==> src/rtl/frame_double_buffer.sv <==
// ---------------------------------------------------------------------------
// frame_double_buffer
//   Ping-pong frame buffer between the pixel generator (writer) and the VGA
//   controller (reader). The writer fills the back buffer and commits it,
//   either by writing the last pixel or by pulsing wr_commit. The buffers
//   swap only when the reader wraps from the last pixel to pixel 0, so a
//   displayed frame never tears. With no new commit, the reader keeps
//   re-reading the current front frame.
//
// Parameters
//   PIXEL_W     bits per pixel (packed R,G,B, red in the MSBs)
//   NUM_PIXELS  pixels per frame (>= 2)
//   CNT_W       width of the wrapping swap counter
//
// Ports
//   clk         system clock, rising edge
//   reset       synchronous, active-low reset
//   rd_en       reader requests the next pixel
//   rd_data     pixel from the front buffer, one cycle after rd_en
//   rd_valid    rd_data is valid this cycle
//   rd_sof      start of frame, high with rd_valid for pixel index 0
//   wr_en       write wr_data into the back buffer
//   wr_data     pixel to write
//   wr_commit   commit a partially written back buffer
//   wr_ready    back buffer accepts writes (no commit waiting for swap)
//   swap_count  number of completed buffer swaps, wraps
// ---------------------------------------------------------------------------
module frame_double_buffer #(
  parameter int PIXEL_W    = 24,
  parameter int NUM_PIXELS = 16,
  parameter int CNT_W      = 8
) (
  input  logic               clk,
  input  logic               reset,
  input  logic               rd_en,
  output logic [PIXEL_W-1:0] rd_data,
  output logic               rd_valid,
  output logic               rd_sof,
  input  logic               wr_en,
  input  logic [PIXEL_W-1:0] wr_data,
  input  logic               wr_commit,
  output logic               wr_ready,
  output logic [CNT_W-1:0]   swap_count
);

  localparam int ADDR_W = $clog2(NUM_PIXELS);
  localparam logic [ADDR_W-1:0] LAST_IDX = ADDR_W'(NUM_PIXELS - 1);

  // Buffer A is front while fsel == 0; the back buffer is always the other.
  logic [PIXEL_W-1:0] mem_a [NUM_PIXELS];
  logic [PIXEL_W-1:0] mem_b [NUM_PIXELS];

  logic              fsel;
  logic              pending;
  logic [ADDR_W-1:0] rd_idx;
  logic [ADDR_W-1:0] wr_idx;

  logic rd_wrap;
  logic wr_fire;
  logic wr_last;
  logic commit;
  logic do_swap;

  assign wr_ready = ~pending;
  assign rd_wrap  = rd_en && (rd_idx == LAST_IDX);
  assign wr_fire  = wr_en && wr_ready;
  assign wr_last  = wr_fire && (wr_idx == LAST_IDX);
  assign commit   = wr_commit && wr_ready;
  // A commit landing on the wrap cycle only raises pending, so the swap
  // waits for the next wrap. A swap cycle never carries a write because
  // pending (hence !wr_ready) is what enables the swap.
  assign do_swap  = rd_wrap && pending;

  // NOTE: memories have no reset so they map onto block RAM; their contents
  // survive reset and unwritten pixels simply stay stale.
  always_ff @(posedge clk) begin
    if (reset && wr_fire) begin
      if (fsel) mem_a[wr_idx] <= wr_data;
      else      mem_b[wr_idx] <= wr_data;
    end
  end

  // Registered read port; rd_data holds its last value when rd_en is low.
  always_ff @(posedge clk) begin
    if (!reset) begin
      rd_data <= '0;
    end else if (rd_en) begin
      rd_data <= fsel ? mem_b[rd_idx] : mem_a[rd_idx];
    end
  end

  // NOTE: all state here is updated with non-blocking assignments, so every
  // condition above reads this cycle's registered values (e.g. pending).
  always_ff @(posedge clk) begin
    if (!reset) begin
      fsel       <= 1'b0;
      pending    <= 1'b0;
      rd_idx     <= '0;
      wr_idx     <= '0;
      rd_valid   <= 1'b0;
      rd_sof     <= 1'b0;
      swap_count <= '0;
    end else begin
      rd_valid <= rd_en;
      rd_sof   <= rd_en && (rd_idx == '0);

      if (rd_en) begin
        rd_idx <= rd_wrap ? '0 : rd_idx + 1'b1;
      end

      if (do_swap) begin
        fsel       <= ~fsel;
        pending    <= 1'b0;
        wr_idx     <= '0;
        swap_count <= swap_count + 1'b1;
      end else begin
        if (wr_last || commit) begin
          pending <= 1'b1;
        end
        // The index parks on the last pixel once the frame is full.
        if (wr_fire && !wr_last) begin
          wr_idx <= wr_idx + 1'b1;
        end
      end
    end
  end

endmodule

==> config.mk <==
export PLATFORM = sky130hd
export DESIGN_NAME = frame_double_buffer
export DESIGN_NICKNAME = d
export VERILOG_FILES = /design/src/rtl/frame_double_buffer.sv
export SDC_FILE = /design/constraint.sdc
export NUM_CORES = 1
export LEC_CHECK = 0
export CAP_MARGIN = 0
export CORE_ASPECT_RATIO = 0.75
export CORE_MARGIN = 2
export CORE_UTILIZATION = 55
export DETAILED_ROUTE_END_ITERATION = 7
export GPL_TIMING_DRIVEN = 0
export PLACE_DENSITY = 0.75
export SLEW_MARGIN = 20
export SYNTH_ARGS = -nofsm -noshare
export SYNTH_HDL_FRONTEND = slang
export SYNTH_SLANG_ARGS = --single-unit
==> constraint.sdc <==
create_clock -name clk -period 9.1 [get_ports clk]
set_clock_uncertainty 0.15 [all_clocks]
set_input_delay 1.82 -clock clk [delete_from_list [all_inputs] [get_ports clk]]
set_output_delay 1.82 -clock clk [all_outputs]
set_load 0.05 [all_outputs]
======== Word-level counts from Yosys, hierarchy flattened ========
Memories as Yosys holds them, arrays and structs flattened. A register that Yosys moved wholly into a read port is not among the register bits.
Index checks and enable logic that the tools add are counted.
word-level totals
  flip-flop bits (word level) ............. 44
  memories ................................ 2
  ROM bits ................................ 0
  memory bits (writable) .................. 768
  output and inout bits ................... 35
  logic and storage cells ................. 42
  bits in latches ......................... 0
  input bits .............................. 29
memory list
  memory  depth  bits a word  read ports  clocked after memory_dff  write ports  line  source
  mem_a   16     24           1           1                         1            50    logic [PIXEL_W-1:0] mem_a [NUM_PIXELS];
  mem_b   16     24           1           1                         1            51    logic [PIXEL_W-1:0] mem_b [NUM_PIXELS];
cells by class
  mux-type cells .......................... 12
  multiply operators ...................... 0
  shifts and indexed selects .............. 0
  bitwise logic cells ..................... 3
  magnitude comparators ................... 0
  equality and inequality tests ........... 2
  reduce and logical (&&, ||, !) cells .... 12
  divide/modulo/power cells ............... 0
  $add $sub $neg .......................... 3
operators with widths
  cell                   number
  $mux W24               1
  $mux W4                5
  $add A4 B1 Y4 const B  2
  $add A8 B1 Y8 const B  1
  $eq A4 B4 Y1 const B   2
  $logic_and A1 B1 Y1    8
  $mux W1                6
  $logic_not A4 Y1       1
  $not A1 Y1             3
  $reduce_or A2 Y1       1
  $logic_not A1 Y1       1
  $logic_or A1 B1 Y1     1

======== Depth between registers and ports, before layout ========
Gate-level depths: netlist (run 1).
  depth after elaboration ................. 5
  mapped depth ............................ 8
  gate-level depth less buffers ........... 6

======== Worst setup path after synthesis (run 1) ========
Ideal clock, no wire load.
  path type ............................... input -> register
  from .................................... input port wr_en
  to ...................................... memory mem_a[15][0] (enable)
  setup time .............................. 435 ps
  data arrival time ....................... 3925 ps
  path slack .............................. 4590 ps
  cell stages on the path ................. 3
  data required time ...................... 8515 ps
  cells stage by stage .................... nor2b_1 -> nand2_1 -> nor3_1
on the way
  longest elaborated chain between the ends .. 4
RTL lines
  item                           line  source
  from (decl)                    39    input logic wr_en,
  $logic_and A1 B1 Y1            66    assign wr_fire = wr_en && wr_ready;
  $logic_and A1 B1 Y1            77    if (reset && wr_fire) begin
  $mux W1                        77
  $mux W1 (not written as such)  78    if (fsel) mem_a[wr_idx] <= wr_data;
  to (decl)                      50
No other way between the ends.

======== Worst setup path in the final report (run 1) ========
  from .................................... input port wr_en
  to ...................................... memory mem_b[2][7] (enable)
on the way
  longest elaborated chain between the ends .. 4
RTL lines
  item                           line  source
  $logic_and A1 B1 Y1            66
  $logic_and A1 B1 Y1            77
  $mux W1                        77
  $mux W1 (not written as such)  79    else mem_b[wr_idx] <= wr_data;
  to (decl)                      51
No other way between the ends.

==> run summary, run 1 <==
1st-iter DRT viols: 3034
Hold Violations, Final: 0
placed cell areas: 34100 um^2
TritonCTS clock tree: yes
drt drc: 0
worst-skew pair later-pin latency: 0.62 ns
WL per Instance: 31.4 um
outcome: complete, no violations
initial antenna violation count: 8
Max Fanout on Critical Path: 14
Post-Place Setup Slack: 4.31 ns
Die Y: 212 um
Post-DRT Antenna Nets: 0
die footprint: 59400 um^2
Tcrit/Tclk final: 47.0%
total track usage: 30.0%
num ports: 64
CTS root buf: clkbuf_16
met2 usage: 42.4%
Clock Sinks: 816
Fin Setup TNS: 0 ns
vias in the first global route: 17600
vias per inst: 6.52
area leader, netlist: edfxtp_1
Worst EP required: 9.27 ns
#FFs+latches synth: 816
Synth area leaders: edfxtp_1 73%, mux2i_1 12%, a22oi_1 4.6%
gp weighted congestion: 0.976
largest net degree at the start of global routing: 33
busiest layer in global routing: met2
First-pass DRT Iterations: 6
Final Util: 63.7%
count of input and output buffers: 62
HP Class: reg2reg
Startpoint Class: primary input
FP Rows: 76
Avg Cell Area, Syn: 17.5 um^2
number of nets in the layout: 2015
fmax: 234 MHz
post-synthesis cell type count: 32
share of cells above drive strength 1: 11.9%
pwr dens: 213 nW/um^2
width of the chip: 281 um
number of setup buffers added after CTS: 0
yosys warns: 0
CP endpoint kind: flop
grt ovf: 0
max_cap viols: 0
met1 GRT Util: 42.1%
total CTS buffers: 74
Max VDD drop: 174 uV
CTS clk-pin slew, worst paths: 0.06 ns
H-tree depth: 3
clk buf depth: 3
met3 Resource Use GR: 11.1%
Std-Cell Core Area: 57100 um^2
P&R area growth vs syn: 15.2%
Rel. slew slack: 16.2%
# hold bufs at CTS: 0
final instance area: 36400 um^2
R2R setup slack: 5.48 ns
CTS resizes: 0
final worst slack: 4.83 ns
Starting Density: 55.3%
Tmin final: 4.27 ns
sequential-to-total area share from yosys stat: 76.0%
post-synth top area share: 73.0%
Setup violations, final: 0
Syn Nets: 1840
Mapped Area: 31600 um^2
Via Count: 18400
Worst EP arrival: 4.44 ns
cells after synthesis: 1804
Pleak: 11.6 nW
critical path type: in2reg
first-pass GRT wire length: 124000 um
Post-Route WL: 88600 um
DP HPWL: 57900 um
RSZ-0062 raised after global routing: false
Final Max Tran Viols: 0
Worst Max-Slew Pin Slew: 1.26 ns
## synthesized netlist by cell type
master / instances
edfxtp_1: 768
mux2i_1: 386
a22oi_1: 192
a21oi_1: 124
clkbuf_1: 55
dfxtp_1: 48
nor2_1: 39
buf_4: 27
o21ai_0: 25
nand2_1: 24
or4_1: 24
buf_6: 15
and2_1: 11
xnor2_1: 9
nand3_1: 8
ha_1: 7
inv_1: 6
buf_1: 5
buf_2: 5
nor2b_1: 5
nand2b_1: 3
nand4_1: 3
nor3_1: 3
a21boi_0: 2
and3_1: 2
or2_2: 2
a31oi_1: 1
buf_12: 1
buf_8: 1
o41ai_1: 1
or2_1: 1
xor2_1: 1
## cells in the final DEF (no fill, tap or decap), types with 7 or more instances in the layout
master | netlist | final
a21oi_1 | 124 | 124
a22oi_1 | 192 | 192
and2_1 | 11 | 11
buf_12 | 1 | 22
buf_16 | 0 | 9
buf_2 | 5 | 27
buf_4 | 27 | 33
buf_6 | 15 | 16
bufinv_16 | 0 | 7
clkbuf_1 | 55 | 79
clkbuf_16 | 0 | 75
clkdlybuf4s50_1 | 0 | 40
clkinv_1 | 0 | 9
clkinv_2 | 0 | 10
dfxtp_1 | 48 | 48
edfxtp_1 | 768 | 768
ha_1 | 7 | 7
mux2i_1 | 386 | 386
nand2_1 | 24 | 24
nand3_1 | 8 | 8
nor2_1 | 39 | 9
nor2_4 | 0 | 30
o21ai_0 | 25 | 25
or4_1 | 24 | 24
xnor2_1 | 9 | 9
## metrics by stage
stage               cells  total power [W]  hold slack [ns]
global route         2816          0.00791            0.386
floorplan            1804          0.00451            0.332
detailed placement   2683          0.00472            0.358
finish               2818          0.00774            0.364
CTS                  2816          0.00774            0.366
global placement     2646          0.00471            0.346
## area by class of cell
cell class | instances | area (um^2)
Inverter | 6 | 22.5
Buffer | 109 | 657
Clock inverter | 31 | 335
Tap cell | 780 | 976
Sequential cell | 816 | 24000
Timing Repair Buffer | 99 | 1230
Antenna cell | 2 | 5.00
Multi-Input combinational cell | 873 | 7130
Clock buffer | 102 | 2010
Fill cell | 3878 | 20800
## power by group
group	leakage (nW)	switching [W]	internal, W	total, W
registers	7.30	0.0000202	0.00412	0.00414
clock network	1.14	0.00133	0.00175	0.00308
logic	3.17	0.000343	0.000170	0.000513
total	11.6	0.00170	0.00604	0.00774
## per-layer routing
| metal | part of all wire [%] | vias to the layer above |
|---|---|---|
| li1 | - | 7538 |
| met5 | 0.26 | - |
| met4 | 4.4 | 12 |
| met2 | 42 | 1397 |
| met1 | 38 | 9188 |
| met3 | 15 | 250 |
## path summary, 6_finish.rpt
path	startpoint	to	cells past startpoint
setup reg to reg	flop	rd_data[12]$_SDFFE_PN0P_	7
hold / removal	swap_count[1]$_SDFFE_PN0P_	swap_count[1]$_SDFFE_PN0P_	2
setup / recovery	wr_en	mem_b[2][7]$_DFFE_PP_	7
hold reg to reg	swap_count[1]$_SDFFE_PN0P_	swap_count[1]$_SDFFE_PN0P_	2
## state kept, by name, indices dropped and copies added, names as in the netlist, named ones only
register	cells
pending	1
mem_b	384
rd_valid	1
rd_data	24
rd_sof	1
mem_a	384
wr_idx	4
fsel	1
swap_count	8
rd_idx	4
## cells by family (layout without fill, tap and decap cells)
| logic type | Yosys count | in the layout | synth area share, % |
|---|---|---|---|
| compound gates | 345 | 345 | 7.02 |
| xor+xnor | 10 | 10 | 0.277 |
| fa+ha+maj | 7 | 7 | 0.277 |
| buf+inv | 115 | 347 | 2.15 |
| flops | 816 | 816 | 76.0 |
| mux | 386 | 386 | 12.2 |
| other cells | 0 | 2 | 0 |
| simple gates | 125 | 125 | 2.03 |
## critical path: stages
cell             delay [ns]
clkdlybuf4s50_1        0.53
nor2b_1                0.34
nand2_1                0.21
nor2_1                 0.30
nand2_1                0.32
nor2_4                 0.67
buf_16                 0.25
Power figures use the tool's default switching activity.
==> run 2, diff against run 1 <==
--- a/config.mk
+++ b/config.mk
@@ -11,7 +11,7 @@
 export CORE_UTILIZATION = 55
 export DETAILED_ROUTE_END_ITERATION = 7
 export GPL_TIMING_DRIVEN = 0
-export PLACE_DENSITY = 0.75
+export PLACE_DENSITY = 0.78
 export SLEW_MARGIN = 20
 export SYNTH_ARGS = -nofsm -noshare
 export SYNTH_HDL_FRONTEND = slang
==> constraint.sdc (replaced) <==
create_clock -name clk -period 3.5 [get_ports clk]
set_clock_uncertainty 0.15 [all_clocks]
set_input_delay 0.7 -clock clk [delete_from_list [all_inputs] [get_ports clk]]
set_output_delay 0.7 -clock clk [all_outputs]
set_load 0.05 [all_outputs]
==> run 2 against run 1 <==
Core utilization is essentially flat. Sequential cell count is the same. First-iteration DRC count down 5.7%. Clock-buffer cell count down 2. Via count down 0.81%. Routed wire length decreased by 2.3%. Non-clock buffer count decreased by 1. Clock power rose by 150%. Total power grew to 2.6 times the previous value. Cell count is 0.21% lower. Cell area is essentially flat.
==> run summary, run 2 (synthesis gave the netlist of run 1 again) <==
outcome: complete, no violations
Starting Density: 55.3%
Final Util: 63.7%
Tcrit/Tclk final: 96.3%
First-pass DRT Iterations: 6
max_cap viols: 0
share of cells above drive strength 1: 11.9%
worst-skew pair later-pin latency: 0.62 ns
# hold bufs at CTS: 0
critical-path cell list: nor2_1 > clkbuf_2 > clkbuf_1 > a22oi_1 > a21oi_1 > or4_1 > a21oi_1
CP endpoint kind: flop
Clock Sinks: 816
total track usage: 29.2%
HP Class: reg2reg
commonest non-fill, non-tap cells in the layout: 768 x edfxtp_1, 386 x mux2i_1, 192 x a22oi_1
n_diodes: 0
Max Fanout on Critical Path: 10
Non-Filler Instances: 2812
commonest non-fill, non-tap cell in the layout: edfxtp_1
DP HPWL: 57900 um
most frequent cell on the critical path: a21oi_1
Worst path slowest cell: nor2_1
1st-iter DRT viols: 2861
FP Rows: 76
critical path type: reg2reg
initial antenna violation count: 3
grt ovf: 0
Via Count: 18200
TritonCTS clock tree: yes
Hold Violations, Final: 0
Fin Setup TNS: 0 ns
biggest registers after layout: mem_a (384), mem_b (384), rd_data (24)
Rel. slew slack: 25.5%
CTS clk-pin slew, worst paths: 0.07 ns
Post-Place Setup Slack: -0.141 ns
Post-DRT Antenna Nets: 0
filler instances: 3754
largest net degree at the start of global routing: 33
width of the chip: 281 um
drt drc: 0
Worst EP arrival: 3.70 ns
count of input and output buffers: 62
vias per inst: 6.49
Cells after DPL: 2682
Max VDD drop: 399 uV
Setup violations, final: 0
Worst EP required: 3.83 ns
Startpoint Class: flop
number of nets in the layout: 2012
CTS resizes: 0
sw frac: 21.9%
pwr dens: 542 nW/um^2
number of setup buffers added after CTS: 0
num ports: 64
gp weighted congestion: 0.911
H-tree depth: 3
crit-path max cell delay: 0.66 ns
Net Sw Power: 0.00433 W
die footprint: 59400 um^2
CTS root buf: clkbuf_16
final worst slack: 0.131 ns
WL per Instance: 30.8 um
Pleak: 11.6 nW
Std-Cell Core Area: 57100 um^2
sequential power share: 54.4%
CP Buf/Inv Count: 2
Crit path max-delay family: compound AO/OA/AOI/OAI gates
clk buf depth: 3
clock power share: 38.9%
Tmin final: 3.37 ns
P&R area growth vs syn: 15.2%
Worst Max-Slew Pin Slew: 1.11 ns
Final Max Tran Viols: 0
Post-Route WL: 86500 um
R2R setup slack: 0.13 ns
vias in the first global route: 17700
RSZ-0062 raised after global routing: false
Die Y: 212 um
fmax: 297 MHz
Pint: 0.0154 W
Logic pwr share: 6.7%
first-pass GRT wire length: 121000 um
total CTS buffers: 72
==> run 2: power groups by stage <==
| stage | Clock, W | Sequential [W] | Combinational, W |
|---|---|---|---|
| 2_1_floorplan | 0 | 0.0110 | 0.000684 |
| 3_3_place_gp | 0 | 0.0110 | 0.00125 |
| 3_5_place_dp | 0 | 0.0110 | 0.00129 |
| 4_1_cts | 0.00769 | 0.0108 | 0.00130 |
| 5_1_grt | 0.00805 | 0.0108 | 0.00137 |
| 6_report | 0.00768 | 0.0108 | 0.00132 |
==> run 2: stage by stage <==
step,area [um^2],hold slack [ns],total power (W)
6_report,36400,0.377,0.0198
5_1_grt,36400,0.418,0.0202
3_5_place_dp,34300,0.361,0.0123
4_1_cts,36500,0.371,0.0197
2_1_floorplan,31600,0.332,0.0117
3_3_place_gp,33200,0.346,0.0122
==> run 2: path summary, 6_finish.rpt <==
path,start,endpoint,cells past startpoint
min reg2reg,wr_idx[1]$_SDFFE_PP0P_,wr_idx[1]$_SDFFE_PP0P_,2
max reg2reg,flop,rd_data[12]$_SDFFE_PN0P_,7
max,flop,rd_data[12]$_SDFFE_PN0P_,7
min,wr_idx[1]$_SDFFE_PP0P_,wr_idx[1]$_SDFFE_PP0P_,2
==> run 2: area by class of cell <==
cell class | count | area, um^2 | area share [%]
sequential | 816 | 24000 | 66.0
multi-input combinational | 873 | 7130 | 19.6
clock buffer | 100 | 2020 | 5.55
timing repair buffer | 98 | 1360 | 3.73
tap | 780 | 976 | 2.68
buffer | 109 | 659 | 1.81
clock inverter | 30 | 226 | 0.622
inverter | 6 | 22.5 | 0.0618
==> run 2: metal layers <==
| metal | track usage [%] | vias up | share of wire, % |
|---|---|---|---|
| met1 | 40.1 | 9134 | 38 |
| met3 | 11.6 | 232 | 15 |
| li1 | - | 7535 | - |
| met4 | 11.1 | 2 | 3.7 |
| met5 | 0 | - | 0.012 |
| met2 | 42.3 | 1333 | 44 |
==> run 2: worst reg2reg max path, stage by stage (launching register included) <==
cell and delay [ns]:
dfxtp_1 0.33, nor2_1 0.66, clkbuf_2 0.45, clkbuf_1 0.49
a22oi_1 0.22, a21oi_1 0.66, or4_1 0.21, a21oi_1 0.06
